File: src/rtl/sub_serial_8_bit.sv
// sub_serial_8_bit: digit-serial subtractor computing X - Y, DIGIT bits per
// clock, LSB first, with the borrow carried between cycles in a flop.
//
// Optional feature macro: SUB_SERIAL_ZERO_FLAG_EN adds a registered 'zero'
// output (1 iff diff == 0), updated together with diff.
//
// Ports:
//   clk       in   rising-edge clock
//   rst       in   asynchronous active-high reset
//   start     in   request, accepted only while ready=1
//   X, Y      in   minuend / subtrahend, sampled on the accepted start edge
//   ready     out  high in IDLE
//   done      out  one-cycle pulse, result valid
//   diff      out  X - Y mod 2^N, held until the next result
//   borrow    out  1 iff unsigned X < Y
//   overflow  out  signed overflow of X - Y
//   zero      out  (SUB_SERIAL_ZERO_FLAG_EN only) diff == 0
module sub_serial_8_bit #(
   parameter int unsigned N     = 8,
   parameter int unsigned DIGIT = 2
) (
   input  logic         clk,
   input  logic         rst,
   input  logic         start,
   input  logic [N-1:0] X,
   input  logic [N-1:0] Y,
   output logic         ready,
   output logic         done,
   output logic [N-1:0] diff,
   output logic         borrow,
   output logic         overflow
`ifdef SUB_SERIAL_ZERO_FLAG_EN
   ,
   output logic         zero
`endif
);

   localparam int unsigned STEPS = N / DIGIT;
   localparam int unsigned CNT_W = (STEPS > 1) ? $clog2(STEPS) : 1;
   localparam logic [CNT_W-1:0] LAST = CNT_W'(STEPS - 1);

   typedef enum logic [1:0] {IDLE, RUN, DONE} state_t;

   state_t           state_q, state_d;
   logic [N-1:0]     xs_q, xs_d;
   logic [N-1:0]     ys_q, ys_d;
   logic [N-1:0]     res_q, res_d;
   logic             b_q, b_d;
   logic [CNT_W-1:0] cnt_q, cnt_d;
   logic             xmsb_q, xmsb_d;
   logic             ymsb_q, ymsb_d;
   logic [N-1:0]     diff_q, diff_d;
   logic             borrow_q, borrow_d;
   logic             ovf_q, ovf_d;
   logic             ready_q, ready_d;
   logic             done_q, done_d;
`ifdef SUB_SERIAL_ZERO_FLAG_EN
   logic             zero_q, zero_d;
`endif

   logic [DIGIT:0]   step;       // {borrow_out, digit} of this cycle
   logic [N-1:0]     res_shift;  // result register after inserting this digit

   // Next-state, datapath and registered-output logic
   always_comb begin
      state_d  = state_q;
      xs_d     = xs_q;
      ys_d     = ys_q;
      res_d    = res_q;
      b_d      = b_q;
      cnt_d    = cnt_q;
      xmsb_d   = xmsb_q;
      ymsb_d   = ymsb_q;
      diff_d   = diff_q;
      borrow_d = borrow_q;
      ovf_d    = ovf_q;
`ifdef SUB_SERIAL_ZERO_FLAG_EN
      zero_d   = zero_q;
`endif

      step      = {1'b0, xs_q[DIGIT-1:0]} - {1'b0, ys_q[DIGIT-1:0]}
                  - (DIGIT+1)'(b_q);
      // New digit enters at the top; after STEPS cycles the LSB digit is at bit 0
      res_shift = N'({step[DIGIT-1:0], res_q} >> DIGIT);

      case (state_q)
         IDLE: begin
            if (start) begin
               xs_d    = X;
               ys_d    = Y;
               res_d   = '0;
               b_d     = 1'b0;
               cnt_d   = '0;
               xmsb_d  = X[N-1];
               ymsb_d  = Y[N-1];
               state_d = RUN;
            end
         end
         RUN: begin
            res_d = res_shift;
            xs_d  = xs_q >> DIGIT;
            ys_d  = ys_q >> DIGIT;
            b_d   = step[DIGIT];
            cnt_d = cnt_q + CNT_W'(1);
            if (cnt_q == LAST) begin
               state_d  = DONE;
               diff_d   = res_shift;
               borrow_d = step[DIGIT];
               ovf_d    = (xmsb_q != ymsb_q) && (res_shift[N-1] != xmsb_q);
`ifdef SUB_SERIAL_ZERO_FLAG_EN
               zero_d   = (res_shift == '0);
`endif
            end
         end
         DONE:    state_d = IDLE;
         default: state_d = IDLE;
      endcase

      ready_d = (state_d == IDLE);
      done_d  = (state_d == DONE);
   end

   // State and output registers
   always_ff @(posedge clk or posedge rst) begin
      if (rst) begin
         state_q  <= IDLE;
         xs_q     <= '0;
         ys_q     <= '0;
         res_q    <= '0;
         b_q      <= 1'b0;
         cnt_q    <= '0;
         xmsb_q   <= 1'b0;
         ymsb_q   <= 1'b0;
         diff_q   <= '0;
         borrow_q <= 1'b0;
         ovf_q    <= 1'b0;
         ready_q  <= 1'b1;
         done_q   <= 1'b0;
`ifdef SUB_SERIAL_ZERO_FLAG_EN
         zero_q   <= 1'b0;
`endif
      end else begin
         state_q  <= state_d;
         xs_q     <= xs_d;
         ys_q     <= ys_d;
         res_q    <= res_d;
         b_q      <= b_d;
         cnt_q    <= cnt_d;
         xmsb_q   <= xmsb_d;
         ymsb_q   <= ymsb_d;
         diff_q   <= diff_d;
         borrow_q <= borrow_d;
         ovf_q    <= ovf_d;
         ready_q  <= ready_d;
         done_q   <= done_d;
`ifdef SUB_SERIAL_ZERO_FLAG_EN
         zero_q   <= zero_d;
`endif
      end
   end

   assign ready    = ready_q;
   assign done     = done_q;
   assign diff     = diff_q;
   assign borrow   = borrow_q;
   assign overflow = ovf_q;
`ifdef SUB_SERIAL_ZERO_FLAG_EN
   assign zero     = zero_q;
`else
   // No zero flag in this build
`endif

endmodule

File: config.mk
export PLATFORM = sky130hd
export DESIGN_NAME = sub_serial_8_bit
export DESIGN_NICKNAME = d
export VERILOG_FILES = /design/src/rtl/sub_serial_8_bit.sv
export SDC_FILE = /design/constraint.sdc
export NUM_CORES = 1
export LEC_CHECK = 0
export BUFFER_PORTS_ARGS = -buffer_cell sky130_fd_sc_hd__buf_2
export CORE_ASPECT_RATIO = 0.75
export CORE_MARGIN = 4
export CORE_UTILIZATION = 54
export DETAILED_ROUTE_END_ITERATION = 12
export PLACE_DENSITY = 0.82
export RECOVER_POWER = 25
export SKIP_LAST_GASP = 1
export SLEW_MARGIN = 10
export SYNTH_ARGS = -nofsm -noshare
export SYNTH_HDL_FRONTEND = slang
export SYNTH_SLANG_ARGS = --single-unit
File: constraint.sdc
create_clock -name clk -period 2.8 [get_ports clk]
set_input_delay 0.14 -clock clk [delete_from_list [all_inputs] [get_ports clk]]
set_output_delay 0.14 -clock clk [all_outputs]
set_load 0.02 [all_outputs]
Word level (Yosys, flattened, before mapping)

Index checks and enable logic that the tools add are counted.

Bits in registers: 43
Output and inout bits: 12
Logic and storage cells: 42

Add/sub/neg operators: 3
Equality and inequality tests: 6
Multiplexer cells: 13
Reductions and logical operators: 7

Operators with widths:

| cell                  | count |
|---|---|
| $pmux W8 S2           | 3 |
| $mux W8               | 3 |
| $pmux W2 S2           | 2 |
| $mux W2               | 3 |
| $reduce_and A2 Y1     | 3 |
| $eq A2 B2 Y1 const B  | 2 |
| $logic_not A2 Y1      | 2 |
| $sub A2 B2 Y3         | 1 |
| $sub A3 B1 Y3         | 1 |
| $add A2 B1 Y2 const B | 1 |
| $eq A2 B1 Y1 const B  | 1 |
| $ne A1 B1 Y1          | 2 |
| $ne A2 B2 Y1 const B  | 1 |
| $pmux W1 S2           | 1 |
| $reduce_bool A2 Y1    | 1 |
| $logic_and A1 B1 Y1   | 1 |
| $mux W1               | 1 |

Depth between registers and ports, before layout

Gate-level depths: netlist (run 1).

Depth after elaboration: 4
Mapped depth: 9
Gate-level depth less buffers: 9

Least setup slack after synthesis (run 1)

Ideal clock, no wire load.

Kind: register -> register
From: register xs_q[0]
To: register ovf_q, in the netlist overflow
Arrival time: 2.034 ns
Data required time: 2.717 ns
Slack: 0.683 ns
Stages on the path, launching flop included: 9
Buffers on the path: 0
Period minus slack after synthesis: 2.117 ns
Cell sequence: dfrtp_1 > fa_1 > inv_1 > ha_1 > nor2_1 > fa_1 > nor3b_1 > a21oi_1 > o21ai_0

Word-level cells in the longest chain between the ends: 4

RTL lines:

| element                | line | text |
|---|---|---|
| start, declared        | 45   | `logic [N-1:0] xs_q, xs_d;` |
| start signal, assigned | 144  | `xs_q <= xs_d;` |
| $sub A2 B2 Y3          | 81   | `step = {1'b0, xs_q[DIGIT-1:0]} - {1'b0, ys_q[DIGIT-1:0]}` |
| $sub A3 B1 Y3          | 82   | `- (DIGIT+1)'(b_q);` |
| $ne A1 B1 Y1           | 109  | `ovf_d = (xmsb_q != ymsb_q) && (res_shift[N-1] != xmsb_q);` |
| $logic_and A1 B1 Y1    | 109  |  |
| end signal, assigned   | 153  | `ovf_q <= ovf_d;` |
| end, declared          | 54   | `logic ovf_q, ovf_d;` |

No other way between the ends.
A chain may end at the register's enable or synchronous reset.

Worst setup path after layout (run 1)

Ends and elaborated chain as after synthesis.

==> flow_metrics.tcl, run 1 <==
set metrics [dict create \
    status "complete, but fails checks" \
    violations "hold timing" \
    ctsHoldBuffers 0 \
    die_h_um 57.13 \
    max_stage_delay_ps 570 \
    placed_cell_area_um2 1912 \
    post-route-drc-count 0 \
    mostFrequentLayoutCells "dfrtp_1, buf_2, nand2_1, o21ai_0, mux2i_1" \
    slew_headroom_pct 23.56 \
    grt_pass1_wl_um 5720 \
    syn_area_um2 1738 \
    cts_buffer_depth 2 \
    p_leak_nw 0.9962 \
    maxCapViolCount 0 \
    path_common_cell "fa_1" \
    synth_cell_types 25 \
    overflow 0 \
    finalPower_mw 2.427 \
    maxSlewViolCount 0 \
    die_w_um 73.51 \
    clk_latency_ps 280 \
    root_buffer "clkbuf_8" \
    port_buffers 30 \
    finalCritPeriodShare_pct 80.63 \
    start_util_pct 57.54 \
    crit_family "adder cells" \
    setup_viol 0 \
    vias 1144 \
    cp-start-kind "flip-flop" \
    rsz0062_at_grt "no" \
    pin_count 31 \
    cts_tree "done" \
    globalplace.congestion 0.7255 \
    clock-sinks 41 \
    yosysWarnings 0 \
    synth_seq_cells 41 \
    n_antenna_cell 0 \
    fin_util_pct 65.82 \
    worstSetupEndpointType "flip-flop" \
    power.density_nw_per_um2 1221 \
    antenna_found_initial 0 \
    synth-seq-area-share_pct 59.11 \
    critPathBufInv 1 \
    synth_cells 142 \
    layout_commonest_cell "dfrtp_1" \
    ir_worst_vdd_v 0.0005588 \
    skew_ps 5.557 \
    min_period_ps 2258 \
    avgRoutedWirePerCell_um 14.97 \
    routed_wl_um 3189 \
    drt_iter0_markers 58 \
    cts_buffers 5 \
    design_area_um2 1988 \
    clock.fmax_mhz 442.9 \
    syn_to_final_growth_pct 14.40 \
    synth_fp_nets 166 \
    hpwl_um 2312 \
    drive_gt1_share_pct 28.00 \
    first_pass_iters 4 \
    required_ps 3000 \
    grt_pass1_vias 1271 \
    nNetsFinal 198 \
    grt.total_usage_pct 17.92 \
    grt_max_degree 39 \
    hp-class "in -> async" \
    rows 17 \
    post_cts_buffers 0 \
    fin_setup_tns_ps 0 \
    postRouteAntennaNets 0 \
    hold_viol_final 20 \
    core_area_um2 3020 \
    path_class "reg -> reg" \
    timing.hold.ws_ps -7.899 \
    avgSynthCellArea_um2 12.24 \
    cp_slowest_cell "fa_1" \
    crit_fanout 4 \
    arrival_ps 2460 \
    cts-htree-levels 2 \
    clkSlewWorstSetupHoldPaths_ps 70 \
    viasPerCell 5.371 \
    die_area_um2 4199 \
    worst_slew_pin_slew_ps 1147 \
    cts_resized 0 \
    cp_cell_sequence "fa_1, inv_1, ha_1, nor2_1, fa_1, nor3b_1, a21oi_1, o21ai_0" \
]
## metal layers
| metal | global-route usage [%] | vias to the layer above | share of wire, % |
|---|---|---|---|
| met5 | 0 | - | 0 |
| met4 | 6.460 | 0 | 1.1 |
| met3 | 6.514 | 5 | 6.1 |
| met2 | 28.41 | 29 | 49 |
| met1 | 22.62 | 561 | 44 |
| li1 | - | 549 | - |
## logic make-up (layout without fill, tap and decap cells)
group | after synthesis | count (layout) | synth area share, %
AOI/OAI and AO/OA | 32 | 32 | 11.38
muxes | 21 | 21 | 12.74
buffers and inverters | 15 | 48 | 4.176
DFF | 41 | 41 | 59.11
adders and majority gates | 5 | 5 | 4.464
xor gates and xnor gates | 1 | 1 | 0.5041
and+or+nand+nor | 27 | 27 | 7.632
## final cells by class
type,count,area [um^2]
Sequential cell,41,1027
Multi-Input combinational cell,86,641.9
Tap cell,38,47.55
Clock buffer,8,80.08
Timing Repair Buffer,32,161.4
Fill cell,229,1032
Inverter,8,30.03
## power breakdown
part,internal (mW),switching (mW)
clock,0.177,0.182
sequential,0.857,0.166
combinational,0.467,0.578
total,1.50,0.925
## registers in the layout, summed over array words and instances (netlist names)
signal / cells
diff: 8
xs_q: 8
ys_q: 8
res_q: 6
cnt_q: 2
state_q: 2
b_q: 1
borrow: 1
done: 1
overflow: 1
ready: 1
xmsb_q: 1
ymsb_q: 1
## final timing paths
check	cells past startpoint	start	slack [ps]	endpoint
worst max-delay path	8	xs_q[0]	540	overflow
worst min-delay path	2	rst	-8	xs_q[5]
worst max register to register	8	xs_q[0]	540	overflow
worst min register to register	2	ys_q[5]	490	ys_q[5]
max in group asynchronous	3	rst	1300	res_q[2]
min in group clk	2	Y[6]	70	ys_q[6]
## synthesized netlist by cell type
library cell	instances	area, um^2
a22o_1	9	78.83
nand3b_2	1	11.26
dfrtp_1	40	1001
nand2b_1	1	6.260
o21ai_0	19	95.09
mux2i_1	12	120.1
fa_1	2	40.04
nor3b_1	1	7.510
nor3b_2	1	12.51
nor2b_1	2	12.51
inv_1	8	30.03
and2b_1	1	7.510
clkbuf_1	1	3.750
ha_1	3	37.54
a31oi_1	1	6.260
dfstp_2	1	26.28
buf_6	1	11.26
mux2_2	9	101.4
xnor2_1	1	8.760
nand2_1	19	71.32
buf_4	1	7.510
buf_2	4	20.02
o21bai_1	1	7.510
nor2_1	1	3.750
a21oi_1	2	10.01
## metrics by stage
step                setup WS [ps]  instances  hold slack, ps
finish                      542.3        213          -7.899
global route                296.0        213           66.00
CTS                         525.6        213           16.57
detailed placement          534.6        205           326.9
global placement            636.4        205           299.1
floorplan                   683.0        142           272.5
## worst reg2reg max path, stage by stage (launching register included)
cell,delay (ps)
dfrtp_1,400
fa_1,570
inv_1,60
ha_1,180
nor2_1,120
fa_1,470
nor3b_1,200
a21oi_1,50
o21ai_0,140
No activity file was read; power rests on OpenSTA's default activity.
==> run 2, diff against run 1 <==
==> constraint.sdc (replaced) <==
create_clock -name clk -period 2.2 [get_ports clk]
set_input_delay 0.11 -clock clk [delete_from_list [all_inputs] [get_ports clk]]
set_output_delay 0.11 -clock clk [all_outputs]
set_load 0.02 [all_outputs]
==> flow_metrics.tcl, run 2 (same netlist as run 1, synthesis figures left out) <==
set metrics [dict create \
    avgRoutedWirePerCell_um 14.56 \
    drt_iter0_markers 78 \
    clk_latency_ps 290 \
    fillers 236 \
    globalplace.congestion 0.7254 \
    clock-sinks 41 \
    power.density_nw_per_um2 1584 \
    overflow 0 \
    cts-htree-levels 2 \
    setup_slack_ps -2.999 \
    skew_ps 5.311 \
    arrival_ps 2410 \
    finalCritPeriodShare_pct 100.1 \
    hpwl_um 2128 \
    slew_headroom_pct 34.90 \
    min_to "ys_q[6]" \
    min_from "Y[6]" \
    n_antenna_cell 0 \
    antenna_found_initial 0 \
    die_area_um2 4199 \
    worstHoldPathCells 2 \
    postRouteAntennaNets 0 \
    maxCapViolCount 0 \
    reg2reg_depth 9 \
    maxSlewViolCount 0 \
    root_buffer "clkbuf_8" \
    core_area_um2 3020 \
    setup_viol 1 \
    cp_cell_sequence "inv_2, fa_1, inv_1, ha_2, nor2_2, fa_2, nor3b_2, a21oi_1, o21ai_1" \
    min_period_ps 2203 \
    routed_wl_um 3145 \
    regArea_um2 1027 \
    cts_buffers 5 \
    r2r-start "ys_q[0]" \
    worstSetupEndpointType "flip-flop" \
    rows 17 \
    rsz0062_at_grt "yes" \
    p_leak_nw 1.007 \
    status "complete, but fails checks" \
    grt_pass1_wl_um 5285 \
    nNetsFinal 201 \
    mostFrequentLayoutCells "dfrtp_1, buf_2, nand2_1, o21ai_0, mux2i_1" \
    die_h_um 57.13 \
    reg2reg_slack_ps -3 \
    pin_count 31 \
    max_stage_delay_ps 560 \
    post-route-drc-count 0 \
    cts_buffer_depth 2 \
    grt_max_degree 42 \
    die_w_um 73.51 \
    layout_commonest_cell "dfrtp_1" \
    port_buffers 30 \
    syn_to_final_growth_pct 16.99 \
    required_ps 2410 \
    hold_viol_final 0 \
    start_util_pct 57.54 \
    ir_worst_vdd_v 0.0006440 \
    violations "setup timing" \
    place_ws_ps -45.38 \
    first_pass_iters 4 \
    reg2reg_to "overflow" \
    vias 1156 \
    cp-start-kind "flip-flop" \
    worst_slew_pin_slew_ps 976.5 \
    dp_cells 205 \
    drive_gt1_share_pct 31.46 \
    cp_slowest_cell "fa_1" \
    fin_util_pct 67.32 \
    clkSlewWorstSetupHoldPaths_ps 70 \
    grt_pass1_vias 1182 \
    cts_tree "done" \
    multi_input_area_um2 654.4 \
    fin_setup_tns_ps -2.999 \
    grt.total_usage_pct 16.78 \
    clock.fmax_mhz 453.9 \
    viasPerCell 5.352 \
    path_class "reg -> reg" \
    fin_cells 216 \
    hp-class "in -> reg" \
    timing.hold.ws_ps 39.86 \
    crit_fanout 4 \
]
run 2: area by class of cell:
type / instances / share of cell area (%)
Sequential cell: 41 / 50.52
Clock buffer: 8 / 4.431
Tap cell: 38 / 2.338
Multi-Input combinational cell: 86 / 32.18
Inverter: 8 / 1.477
Timing Repair Buffer: 35 / 9.046
run 2: power by group:
part	internal, mW	total [mW]	switching (mW)
Combinational	0.643	1.42	0.780
Clock	0.256	0.492	0.236
Sequential	1.09	1.31	0.215
run 2: metal layers:
metal  GRT usage, %  part of all wire (%)  vias up
met3          5.458                   6.0        7
met4          6.977                   2.3        0
met1          21.05                    45      563
met2          26.77                    47       32
met5              0                     0        -
li1               -                     -      554
run 2: stage by stage:
step / instance area [um^2] / total power [mW]
6_report: 2033 / 3.221
2_1_floorplan: 1738 / 2.336
5_1_grt: 2033 / 3.486
3_5_place_dp: 1912 / 2.654
4_1_cts: 2027 / 3.211
3_3_place_gp: 1912 / 2.562
run 2: critical path, delay by kind of cell (launching register included):
family	cells	cell delay, ps
and+or+nand+nor	2	280
AOI/OAI and AO/OA	2	160
adders and majority gates	3	1210
DFF	1	370
buffers and inverters	2	100
run 2: worst max path at each step:
stage          endpoint  depth (start not counted)  startpoint
2_1_floorplan  overflow                          8     xs_q[0]
3_3_place_gp   overflow                          8     xs_q[0]
6_report       overflow                          9     ys_q[0]
4_1_cts        overflow                          9         b_q
3_5_place_dp   overflow                          8     xs_q[0]
5_1_grt        overflow                          9     ys_q[0]
run 2: repair_timing:
action | CTS | global route
setup endpoints to repair | 1 | 3
pin swaps | 3 | 4
endpoints found under the hold margin | 40 | 0
resized for setup | 3 | 4
gates cloned | 0 | 0
setup buffers | 1 | 1
hold buffers | 1 | 0
==> run 3, diff against run 2 <==
--- a/config.mk
+++ b/config.mk
@@ -8,9 +8,9 @@
 export BUFFER_PORTS_ARGS = -buffer_cell sky130_fd_sc_hd__buf_2
 export CORE_ASPECT_RATIO = 0.75
 export CORE_MARGIN = 4
-export CORE_UTILIZATION = 54
+export CORE_UTILIZATION = 58
 export DETAILED_ROUTE_END_ITERATION = 12
-export PLACE_DENSITY = 0.82
+export PLACE_DENSITY = 0.86
 export RECOVER_POWER = 25
 export SKIP_LAST_GASP = 1
 export SLEW_MARGIN = 10
==> constraint.sdc (replaced) <==
create_clock -name clk -period 2.8 [get_ports clk]
set_input_delay 0.14 -clock clk [delete_from_list [all_inputs] [get_ports clk]]
set_output_delay 0.14 -clock clk [all_outputs]
set_load 0.02 [all_outputs]
==> flow_metrics.tcl, run 3 (same netlist as run 1, synthesis figures left out) <==
set metrics [dict create \
    status "complete, but fails checks" \
    violations "hold timing" \
    cp_slowest_cell "fa_1" \
    drive_gt1_share_pct 28.74 \
    core_area_um2 2743 \
    cts_buffers 5 \
    worst_slew_pin_slew_ps 1082 \
    clock-sinks 41 \
    cellInternalPower_mw 1.520 \
    die_area_um2 3945 \
    swShare_pct 37.96 \
    ctsHoldBuffers 0 \
    viasPerCell 5.438 \
    drt_iter0_markers 33 \
    root_buffer "clkbuf_8" \
    placed_cell_area_um2 1909 \
    hold_viol_final 19 \
    fillers 201 \
    overflow 0 \
    required_ps 3000 \
    grt_max_degree 29 \
    p_comb_share_pct 43.0 \
    globalplace.congestion 0.8218 \
    routed_wl_um 3112 \
    setup_viol 0 \
    design_area_um2 1992 \
    maxCapViolCount 0 \
    rsz0062_at_grt "no" \
    clock.fmax_mhz 442.0 \
    skew_ps 5.328 \
    slew_headroom_pct 27.84 \
    start_util_pct 63.37 \
    cp_cell_sequence "fa_1, inv_1, ha_1, nor2_1, fa_1, nor3b_1, a21oi_1, o21ai_0" \
    nNetsFinal 198 \
    top_layer_used "met4" \
    wl_met2_um 1523 \
    p_leak_nw 1.001 \
    cts_buffer_depth 2 \
    timing.hold.ws_ps -14.51 \
    pin_count 31 \
    ir_worst_vdd_v 0.0005575 \
    avgRoutedWirePerCell_um 14.82 \
    layout_commonest_cell "dfrtp_1" \
    first_pass_iters 4 \
    path_class "reg -> reg" \
    min_period_ps 2263 \
    arrival_ps 2470 \
    met3_length_um 183 \
    finalCritPeriodShare_pct 80.80 \
    crit_fanout 4 \
    wl_met1_um 1377 \
    grt_pass1_wl_um 5237 \
    p_seq_share_pct 41.7 \
    cts-htree-levels 2 \
    place_ws_ps 554.5 \
    hp-class "in -> async" \
    vias 1142 \
    mostFrequentLayoutCells "dfrtp_1, buf_2, nand2_1, o21ai_0, mux2i_1" \
    syn_to_final_growth_pct 14.61 \
    cts_resized 0 \
    clkPwrFrac_pct 15.2 \
    path_common_cell "fa_1" \
    post_cts_buffers 0 \
    post-route-drc-count 0 \
    grt_pass1_vias 1158 \
    maxSlewViolCount 0 \
    cts_tree "done" \
    grt.total_usage_pct 16.99 \
    n_antenna_cell 0 \
    setup_slack_ps 537.5 \
    clkSlewWorstSetupHoldPaths_ps 70 \
    cp-start-kind "flip-flop" \
    crit_family "adder cells" \
    die_w_um 71.21 \
    fin_setup_tns_ps 0 \
    clk_latency_ps 280 \
    power.density_nw_per_um2 1230 \
    hpwl_um 2315 \
    max_stage_delay_ps 580 \
    postRouteAntennaNets 0 \
    critPathBufInv 1 \
    worstSetupEndpointType "flip-flop" \
    switching_power_uw 930.2 \
    die_h_um 55.41 \
    rows 16 \
    port_buffers 30 \
    fin_util_pct 72.63 \
    antenna_found_initial 0 \
]
## run 3: changes by cell type in the layout (fill, tap and decap cells not counted), moves of 2 or more
| cell | previous run | this run |
|---|---|---|
| inv_1 | 6 | 8 |
| buf_4 | 3 | 1 |
| buf_2 | 27 | 30 |
| clkbuf_1 | 5 | 2 |
| inv_2 | 2 | 0 |
## run 3: path summary, 6_finish.rpt
check                      endpoint  slack [ps]  startpoint  cells after the start
setup / recovery           overflow         540     xs_q[0]                      8
hold / removal             res_q[4]         -10         rst                      2
setup reg to reg           overflow         540     xs_q[0]                      8
hold reg to reg             diff[7]         480     diff[7]                      2
max in group asynchronous   ys_q[2]        1380         rst                      3
min in group clk            ys_q[6]          80        Y[6]                      2
## run 3: power groups by stage
stage	clock [mW]	combinational, mW	sequential [mW]
floorplan	0	0.751	1.08
global placement	0	1.00	1.01
detailed placement	0	1.07	1.03
CTS	0.379	1.08	1.02
global route	0.407	1.17	1.05
finish	0.373	1.05	1.02
## run 3: layer usage
layer | GRT usage [%] | up-vias
li1 | - | 547
met1 | 21.64 | 567
met2 | 27.23 | 24
met3 | 5.254 | 4
met4 | 6.166 | 0
met5 | 0 | -
## run 3: cell type report
| type | count | area, um^2 | share of cell area (%) |
|---|---|---|---|
| Sequential cell | 41 | 1027 | 51.57 |
| Timing Repair Buffer | 32 | 161.4 | 8.103 |
| Multi-Input combinational cell | 86 | 641.9 | 32.22 |
| Clock buffer | 7 | 86.33 | 4.334 |
| Inverter | 8 | 30.03 | 1.508 |
| Tap cell | 36 | 45.04 | 2.261 |
## run 3: through the flow
stage | total power [mW] | cells
after detailed placement | 2.104 | 203
after floorplan | 1.835 | 142
after global placement | 2.014 | 203
after CTS | 2.479 | 210
after global routing | 2.634 | 210
final | 2.450 | 210
